--- config.mk ---
export PLATFORM = sky130hd
export DESIGN_NAME = mult_hilo_ctrl
export DESIGN_NICKNAME = d
export VERILOG_FILES = /design/src/rtl/mult_hilo_ctrl.sv
export SDC_FILE = /design/constraint.sdc
export NUM_CORES = 1
export LEC_CHECK = 0
export CAP_MARGIN = 5
export CORE_MARGIN = 2
export CORE_UTILIZATION = 35
export DETAILED_ROUTE_END_ITERATION = 12
export GPL_ROUTABILITY_DRIVEN = 0
export PLACE_DENSITY = 0.77
export SLEW_MARGIN = 10
export SYNTH_ARGS = -nofsm -noshare
export SYNTH_HDL_FRONTEND = slang
export SYNTH_SLANG_ARGS = --single-unit
--- constraint.sdc ---
create_clock -name clk -period 1.44 [get_ports clk]
set_input_delay 0.288 -clock clk [delete_from_list [all_inputs] [get_ports clk]]
set_output_delay 0.288 -clock clk [all_outputs]
set_load 0.05 [all_outputs]
--- src/rtl/mult_hilo_ctrl.sv ---
// Sequencer for an iterative shift-add multiplier: latches operands, walks the
// multiplier through load/iterate/output, captures the 64-bit product into HI/LO.
module mult_hilo_ctrl #(
    parameter logic [5:0] MULT_CODE = 6'b011001,
    parameter logic [5:0] OUT_CODE  = 6'b111111,
    parameter logic [5:0] IDLE_CODE = 6'b000000,
    parameter int         ITER      = 32
) (
    input  logic        clk,
    input  logic        reset,
    input  logic        start,
    input  logic [31:0] op_a,
    input  logic [31:0] op_b,
    input  logic        mfhi,
    input  logic        mflo,
    input  logic [63:0] mul_product,
    output logic        mul_load,
    output logic [31:0] mul_a,
    output logic [31:0] mul_b,
    output logic [5:0]  mul_signal,
    output logic        busy,
    output logic        done,
    output logic        stall,
    output logic [31:0] hi,
    output logic [31:0] lo,
    output logic [31:0] rd_data
);

    localparam int CNT_W = $clog2(ITER + 1);

    typedef enum logic [2:0] {
        S_IDLE,
        S_LOAD,
        S_RUN,
        S_OUT,
        S_CAPTURE
    } state_t;

    state_t             state_q, state_d;
    logic [CNT_W-1:0]   cnt_q, cnt_d;
    logic [31:0]        mul_a_q, mul_a_d;
    logic [31:0]        mul_b_q, mul_b_d;
    logic [31:0]        hi_q, hi_d;
    logic [31:0]        lo_q, lo_d;
    logic               done_q, done_d;

    // Reset clears the operand and result registers as well as control.
    always_ff @(posedge clk) begin
        if (reset) begin
            state_q <= S_IDLE;
            cnt_q   <= '0;
            mul_a_q <= '0;
            mul_b_q <= '0;
            hi_q    <= '0;
            lo_q    <= '0;
            done_q  <= 1'b0;
        end else begin
            state_q <= state_d;
            cnt_q   <= cnt_d;
            mul_a_q <= mul_a_d;
            mul_b_q <= mul_b_d;
            hi_q    <= hi_d;
            lo_q    <= lo_d;
            done_q  <= done_d;
        end
    end

    always_comb begin
        state_d    = state_q;
        cnt_d      = cnt_q;
        mul_a_d    = mul_a_q;
        mul_b_d    = mul_b_q;
        hi_d       = hi_q;
        lo_d       = lo_q;
        done_d     = 1'b0;
        mul_signal = IDLE_CODE;
        case (state_q)
            S_IDLE: begin
                if (start) begin
                    mul_a_d = op_a;
                    mul_b_d = op_b;
                    state_d = S_LOAD;
                end
            end
            S_LOAD: begin
                cnt_d   = '0;
                state_d = S_RUN;
            end
            S_RUN: begin
                mul_signal = MULT_CODE;
                cnt_d      = cnt_q + CNT_W'(1);
                if (cnt_q == CNT_W'(ITER - 1)) begin
                    state_d = S_OUT;
                end
            end
            S_OUT: begin
                mul_signal = OUT_CODE;
                state_d    = S_CAPTURE;
            end
            S_CAPTURE: begin
                // Multiplier output register was loaded at the end of OUT.
                hi_d    = mul_product[63:32];
                lo_d    = mul_product[31:0];
                done_d  = 1'b1;
                state_d = S_IDLE;
            end
            default: state_d = S_IDLE;
        endcase
    end

    assign mul_load = reset | (state_q == S_LOAD);
    assign mul_a    = mul_a_q;
    assign mul_b    = mul_b_q;
    assign busy     = (state_q != S_IDLE);
    assign done     = done_q;
    assign stall    = busy & (mfhi | mflo);
    assign hi       = hi_q;
    assign lo       = lo_q;
    assign rd_data  = mfhi ? hi_q : (mflo ? lo_q : 32'h0);

endmodule

# After elaboration in Yosys (flattened, before gate mapping)
# Cells that the tools add are included.
# word_totals
reg_bits	138
out_inout_bits	170
wordCells	31
inputBits	133
# classes
n_eq_ne	7
n_addsub	1
bitwise	3
muxes	8
n_reduce_logical	5
# op_table
operator	n
2-to-1 mux 32 bit	2
one-hot mux 6 bit (2 select lines)	2
one-hot mux 3 bit (4 select lines)	1
adder 6 x 1 -> 6 bit (second input constant)	1
equality test 3 x 2 -> 1 bit (second input constant)	2
equality test 6 x 5 -> 1 bit (second input constant)	1
2-to-1 mux 3 bit	2
inequality test 2 bit (second input constant)	2
AND reduction 2 bit	2
equality test 3 x 1 -> 1 bit (second input constant)	1
equality test 3 bit (second input constant)	1
zero test 3 bit	1
nonzero test 3 bit	1
OR 1 bit	2
nonzero test 2 bit	1
bitwise AND 1 bit	1
2-to-1 mux 1 bit	1

# Longest topological paths before layout
# Gate-level depths: netlist (run 1).
# logic_depth
word_depth	3
mapped_depth	6

# Worst setup path before layout (run 1)
# Ideal clock, no wire load.
# synth_timing
kind	input port to output port
start	input port mflo
end	output port rd_data[22]
arrival_ns	1.919
slack_ns	-0.767
stages	4
path_buffers	2
cell_sequence	clkbuf_1 > clkbuf_1 > nand2_1 > o21ai_0
# synth_between
elab_chain_cells	2
# synth_rtl
item	line_no	text
start: declaration	15	input logic mflo,
2-to-1 mux 32 bit (2 in series)	119	assign rd_data = mfhi ? hi_q : (mflo ? lo_q : 32'h0);
end: declaration	26	output logic [31:0] rd_data
# Every way passes these cells.

# Worst setup path after layout (run 1)
# layout_timing
start	register state_q[0]
end	output port stall
# layout_between
elab_chain_cells	2
# layout_rtl
item	line_no	text
start: declaration	39	state_t state_q, state_d;
start signal: assignment	58	state_q <= state_d;
nonzero test 3 bit	114	assign busy = (state_q != S_IDLE);
bitwise AND 1 bit	116	assign stall = busy & (mfhi | mflo);
end: declaration	23	output logic stall,
# Every way passes these cells.

==> results.yml, run 1 <==
global_route:
  overflow: 0
  track_usage_pct: 32.82
  grt_pass1_wl_um: 41070
  grt_max_degree: 133
  grt_use_met3_pct: 12.22
  antenna_found_initial: 1
  busiest_layer: "met2"
  met2_usage_pct: 58.64
  grtUsageMet1_pct: 32.92
  grt_pass1_vias: 7196
floorplan:
  num_io_pins: 303
  die_x_um: 128.6
  die_h_um: 128.6
  die-area_um2: 16540
  rows: 45
  core_area_um2: 15200
  initial_utilization_pct: 35.75
logic_synthesis:
  synthFlopType: "dfxtp_1"
  syn-num-nets: 865
  yosys-top-cells-area: "dfxtp_1, nand2_1, a21oi_1"
  synth_top_area_share_pct: 50.83
  async_reset_ff_share_pct: 0
  synth_cell_types: 32
  yosysWarningCount: 0
  yosysSeqAreaShare_pct: 50.83
  synth_area_per_cell_um2: 7.435
  synthesis.area_um2: 5435
  yosys.area.top_type: "dfxtp_1"
  synth-edff-count: 0
  synth_commonest_cells: "nand2_1, dfxtp_1, a21oi_1"
  syn_inst: 731
  yosysMostFrequentCell: "nand2_1"
  synth-seq-cells: 138
clock_tree:
  clock-root-buffer: "clkbuf_16"
  clock_latency_ns: 0.43
  tritoncts: "done"
  htreeDepth: 4
  cts-hold-fix-buffers: 0
  clock_sinks: 138
  clock_path_buffers: 2
  cts.clk_slew.worst_paths_ns: 0.06
  cts_buffers: 17
routing:
  drc_errors: 0
  vias: 7593
  routed_wl_um: 36150
  ant_nets: 0
  drt_first_iter_violations: 709
  first_pass_iters: 5
  routed_via_density: 5.805
  routedWlPerCell_um: 27.64
worst_setup_path:
  reg2reg_slack_ns: -0.36
  required_ns: 1.15
  crit_type: "flop to output port"
  arrival_ns: 1.58
  cp-end-kind: "output port"
  cp-start-kind: "flop"
  crit_fanout: 3
place:
  place_hpwl_um: 14350
  placed_cell_area_um2: 10750
  portBuffers: 302
  place_ws_ns: -0.5931
  dp.cells: 1182
cells_and_area:
  final_cell_count_no_fill: 1308
  design_area_um2: 14150
  drive_above_1_share_pct: 64.61
  nNetsFinal: 1240
  fillerInstances: 426
  synthToLayoutAreaGrowth_pct: 160.4
timing:
  final.min_clock_period_ns: 1.866
  relSlewSlack_pct: 33.18
  finalCritPeriodShare_pct: 129.6
  fin_setup_tns_ns: -36.37
  hold_viol: 0
  setup_viol: 171
  finClkSkew_ns: 0.009180
  setup_ws_ns: -0.4262
  rsz0062_at_grt: "yes"
  clock.fmax_mhz: 535.9
  worst_slew_pin_slew_ns: 1.002
  slew_viol_final: 0
power_and_ir_drop:
  p_leak_uw: 0.005279
  powerDensity_nw_per_um2: 835.6
  vdd_drop_max_mv: 1.001
run_status:
  violations: "setup timing"
  status: "complete, but fails checks"
min_path:
  hold_path.class: "primary input to flop"
flow_run:
  cap_violations: 0
## cell usage in the layout (no fill, tap or decap), drive strengths merged, types with 2 or more instances in the layout
| cell type | count |
|---|---|
| nor3 | 3 |
| o31ai | 2 |
| buf | 286 |
| dfxtp | 138 |
| o21ai | 34 |
| clkinvlp | 4 |
| nand2 | 322 |
| nand3 | 2 |
| inv | 8 |
| a21oi | 132 |
| nor3b | 5 |
| or4 | 2 |
| clkbuf | 22 |
| nor2 | 6 |
| clkinv | 5 |
| clkdlybuf4s50 | 129 |
| nor4b | 2 |
## metal layers
layer,vias to the layer above,wire length (um)
li1,3126,-
met1,3606,11740
met2,641,17790
met3,220,3748
met4,0,2872
met5,-,0
## path summary, 6_finish.rpt
check | depth (start not counted) | to | from
max | 4 | stall | state_q[0]
max reg2reg | 5 | mul_a[12] | state_q[1]
min | 2 | state_q[0] | reset
min reg2reg | 2 | cnt_q[4] | cnt_q[4]
## cell type report
| type | instances | area (um2) | share of cell area, % |
|---|---|---|---|
| well taps | 188 | 235.2 | 1.662 |
| diodes | 1 | 2.502 | 0.01768 |
| flip-flops and latches | 138 | 2940 | 20.78 |
| clock inverters | 14 | 136.4 | 0.9637 |
| repair buffers | 419 | 6195 | 43.77 |
| multi-input cells | 526 | 4185 | 29.57 |
| inverters | 4 | 18.77 | 0.1326 |
| clock buffers | 18 | 439.2 | 3.103 |
## cell families after synthesis
| group | synth area share [%] |
|---|---|
| AND/OR/NAND/NOR | 25.48 |
| buffers and inverters | 6.791 |
| XOR/XNOR | 0.1612 |
| AO/OA/AOI/OAI | 16.30 |
| flip-flops | 50.83 |
| adder cells (fa/ha/maj) | 0.2302 |
| multiplexers | 0.2072 |
## sequential cells by signal, indices dropped and copies added (netlist names)
| signal | count |
|---|---|
| hi | 32 |
| lo | 32 |
| mul_a | 32 |
| mul_b | 32 |
| cnt_q | 6 |
| state_q | 3 |
| done | 1 |
## where the power goes
| group | switching (uW) | leakage (uW) | total (uW) | internal, uW |
|---|---|---|---|---|
| Clock | 1980 | 0.000274 | 4440 | 2460 |
| Sequential | 187 | 0.00117 | 4100 | 3910 |
| Combinational | 1710 | 0.00384 | 3290 | 1580 |
## per-stage QoR
stage	util [%]	power, uW	hold WS (ns)
2_1_floorplan	-	5321	0.4165
3_3_place_gp	70.72	6606	0.4596
3_5_place_dp	70.72	6643	0.4723
4_1_cts	84.49	11460	0.09593
5_1_grt	93.09	12070	0.1267
6_report	93.09	11830	0.1344
## worst max-delay path, cell delays in order, from the launching register on
cell and delay [ns]:
dfxtp_2 0.34, buf_6 0.11, or3_4 0.41, o21a_4 0.14
buf_12 0.15
## repair_timing
action | in CTS | in global routing
buffers inserted | 46 | 37
setup endpoints to repair | 173 | 175
gates resized for setup | 274 | 310
pin swaps | 107 | 160
gates cloned | 16 | 5
No activity file was read; power rests on OpenSTA's default activity.
==> run 2: changes to the inputs <==
--- a/config.mk
+++ b/config.mk
@@ -6,6 +6,7 @@
 export NUM_CORES = 1
 export LEC_CHECK = 0
 export CAP_MARGIN = 5
+export CORE_ASPECT_RATIO = 1.2
 export CORE_MARGIN = 2
 export CORE_UTILIZATION = 35
 export DETAILED_ROUTE_END_ITERATION = 12
==> run 2 against run 1 <==
Design area decreased by 13%. Flip-flop and latch count unchanged. Critical path type unchanged. Critical endpoint unchanged. Combinational power decreased by 18%. Worst setup slack improved by 0.044 ns. Power decreased by 4.4%. Register-to-register slack improved by 0.19 ns. Clock skew increased by 0.0035 ns. The flow still finishes with violations (setup timing). Maximum frequency increased by 2.4%. Sequential power about the same. Critical path depth unchanged.
==> results.yml, run 2 (same netlist as run 1, synthesis figures left out) <==
run_status:
  status: "complete, but fails checks"
  violations: "setup timing"
global_route:
  grt_pass1_vias: 6914
  track_usage_pct: 29.93
  grt_pass1_wl_um: 38560
  overflow: 0
  antenna_found_initial: 0
  grt_max_degree: 68
floorplan:
  num_io_pins: 303
  die-area_um2: 16550
  die_h_um: 140.5
  rows: 49
  initial_utilization_pct: 36.04
  core_area_um2: 15080
  die_x_um: 117.8
worst_setup_path:
  slowest_stage: "or3_4"
  cp.buffers_inverters: 2
  required_ns: 1.15
  arrival_ns: 1.53
  crit_type: "flop to output port"
  cp_top_family: "simple AND/OR/NAND/NOR gates"
  crit_fanout: 8
  crit_chain: "buf_6 > or3_4 > o21a_4 > buf_12"
  cp-end-kind: "output port"
  reg2reg_slack_ns: -0.17
  max_stage_delay_ns: 0.38
  cp-start-kind: "flop"
place:
  portBuffers: 302
  place_hpwl_um: 15150
  placed_cell_area_um2: 10930
  dp.cells: 1211
routing:
  vias: 6811
  drt_first_iter_violations: 545
  ant_nets: 0
  routedWlPerCell_um: 21.10
  routed_via_density: 5.309
  routed_wl_um: 27080
  drc_errors: 0
  first_pass_iters: 5
clock_tree:
  clock_path_buffers: 2
  clock_sinks: 138
  clock-root-buffer: "clkbuf_16"
  cts.clk_slew.worst_paths_ns: 0.05
  tritoncts: "done"
  cts_buffers: 17
  htreeDepth: 4
  clock_latency_ns: 0.42
timing:
  relSlewSlack_pct: 68.52
  finClkSkew_ns: 0.01268
  whs_ns: 0.2448
  setup_viol: 97
  setup_ws_ns: -0.3821
  worst_slew_pin_slew_ns: 0.4722
  rsz0062_at_grt: "yes"
  finalCritPeriodShare_pct: 126.5
  final.min_clock_period_ns: 1.822
  hold_viol: 0
  clock.fmax_mhz: 548.8
  slew_viol_final: 0
cells_and_area:
  synthToLayoutAreaGrowth_pct: 127.5
  multi_input_area_um2: 2987
  n_antenna_cell: 0
  fillerInstances: 768
  drive_above_1_share_pct: 41.89
  final_cell_count_no_fill: 1283
  design_area_um2: 12360
  seqCellArea_um2: 2902
  final_cell_mix: "nand2_1, buf_12, clkdlybuf4s50_1"
  finalCoreUtilization_pct: 81.97
  nNetsFinal: 1200
  mostFrequentLayoutCell: "nand2_1"
power_and_ir_drop:
  power_uw: 11310
  powerDensity_nw_per_um2: 914.8
  p_leak_uw: 0.004676
  vdd_drop_max_mv: 0.7470
min_path:
  hold_path.class: "primary input to flop"
flow_run:
  cap_violations: 0
run 2: cell count changes in the layout (fill, tap and decap cells not counted), sizes merged:
cell | previous run | this run
buf | 286 | 250
inv | 8 | 3
clkbuf | 22 | 26
clkinv | 5 | 2
bufinv | 1 | 3
clkinvlp | 4 | 2
diode | 1 | 0
run 2: power by group:
group          switching, uW  internal, uW  leakage [uW]
Sequential               166          3940       0.00116
Clock                   1650          2870      0.000289
Combinational           1360          1320       0.00323
run 2: what timing repair did:
action / 4_1_cts / 5_1_grt
hold endpoints to repair: 0 / 0
pin swaps: 18 / 15
setup buffers: 31 / 6
hold buffers: 0 / 0
endpoints found under the setup margin: 174 / 176
cloned: 4 / 0
resized for setup: 100 / 82
run 2: per-layer routing:
metal	global-route usage, %	wire (um)
met1	29.98	8934
met2	53.06	13800
met3	11.12	2640
met4	17.56	1699
met5	0	0
run 2: final timing paths:
path              cells past startpoint        from   endpoint
setup / recovery                      4  state_q[0]      stall
hold / removal                        3       reset   cnt_q[3]
setup reg to reg                      7  state_q[2]  mul_b[21]
hold reg to reg                       2      hi[28]     hi[28]
run 2: through the flow:
stage / worst slack, ns / setup TNS (ns)
after floorplan: -0.02168 / -0.2950
after global placement: -0.5099 / -42.74
after global routing: -0.4219 / -15.43
after CTS: -0.4001 / -25.84
final: -0.3821 / -10.53
after detailed placement: -0.5398 / -47.36
run 2: area by class of cell:
| class | instances | area share, % |
|---|---|---|
| well taps | 204 | 2.065 |
| inverters | 4 | 0.1518 |
| repair buffers | 379 | 45.30 |
| multi-input cells | 526 | 24.16 |
| flip-flops and latches | 138 | 23.47 |
| clock inverters | 6 | 0.9007 |
| clock buffers | 26 | 3.957 |
run 2: worst register-to-register path, stage by stage (launching register included):
cell and delay (ns):
dfxtp_2 0.32, buf_4 0.13, buf_4 0.13, nor4b_4 0.32, buf_4 0.20, buf_12 0.17, nand2_1 0.12, a21oi_2 0.16
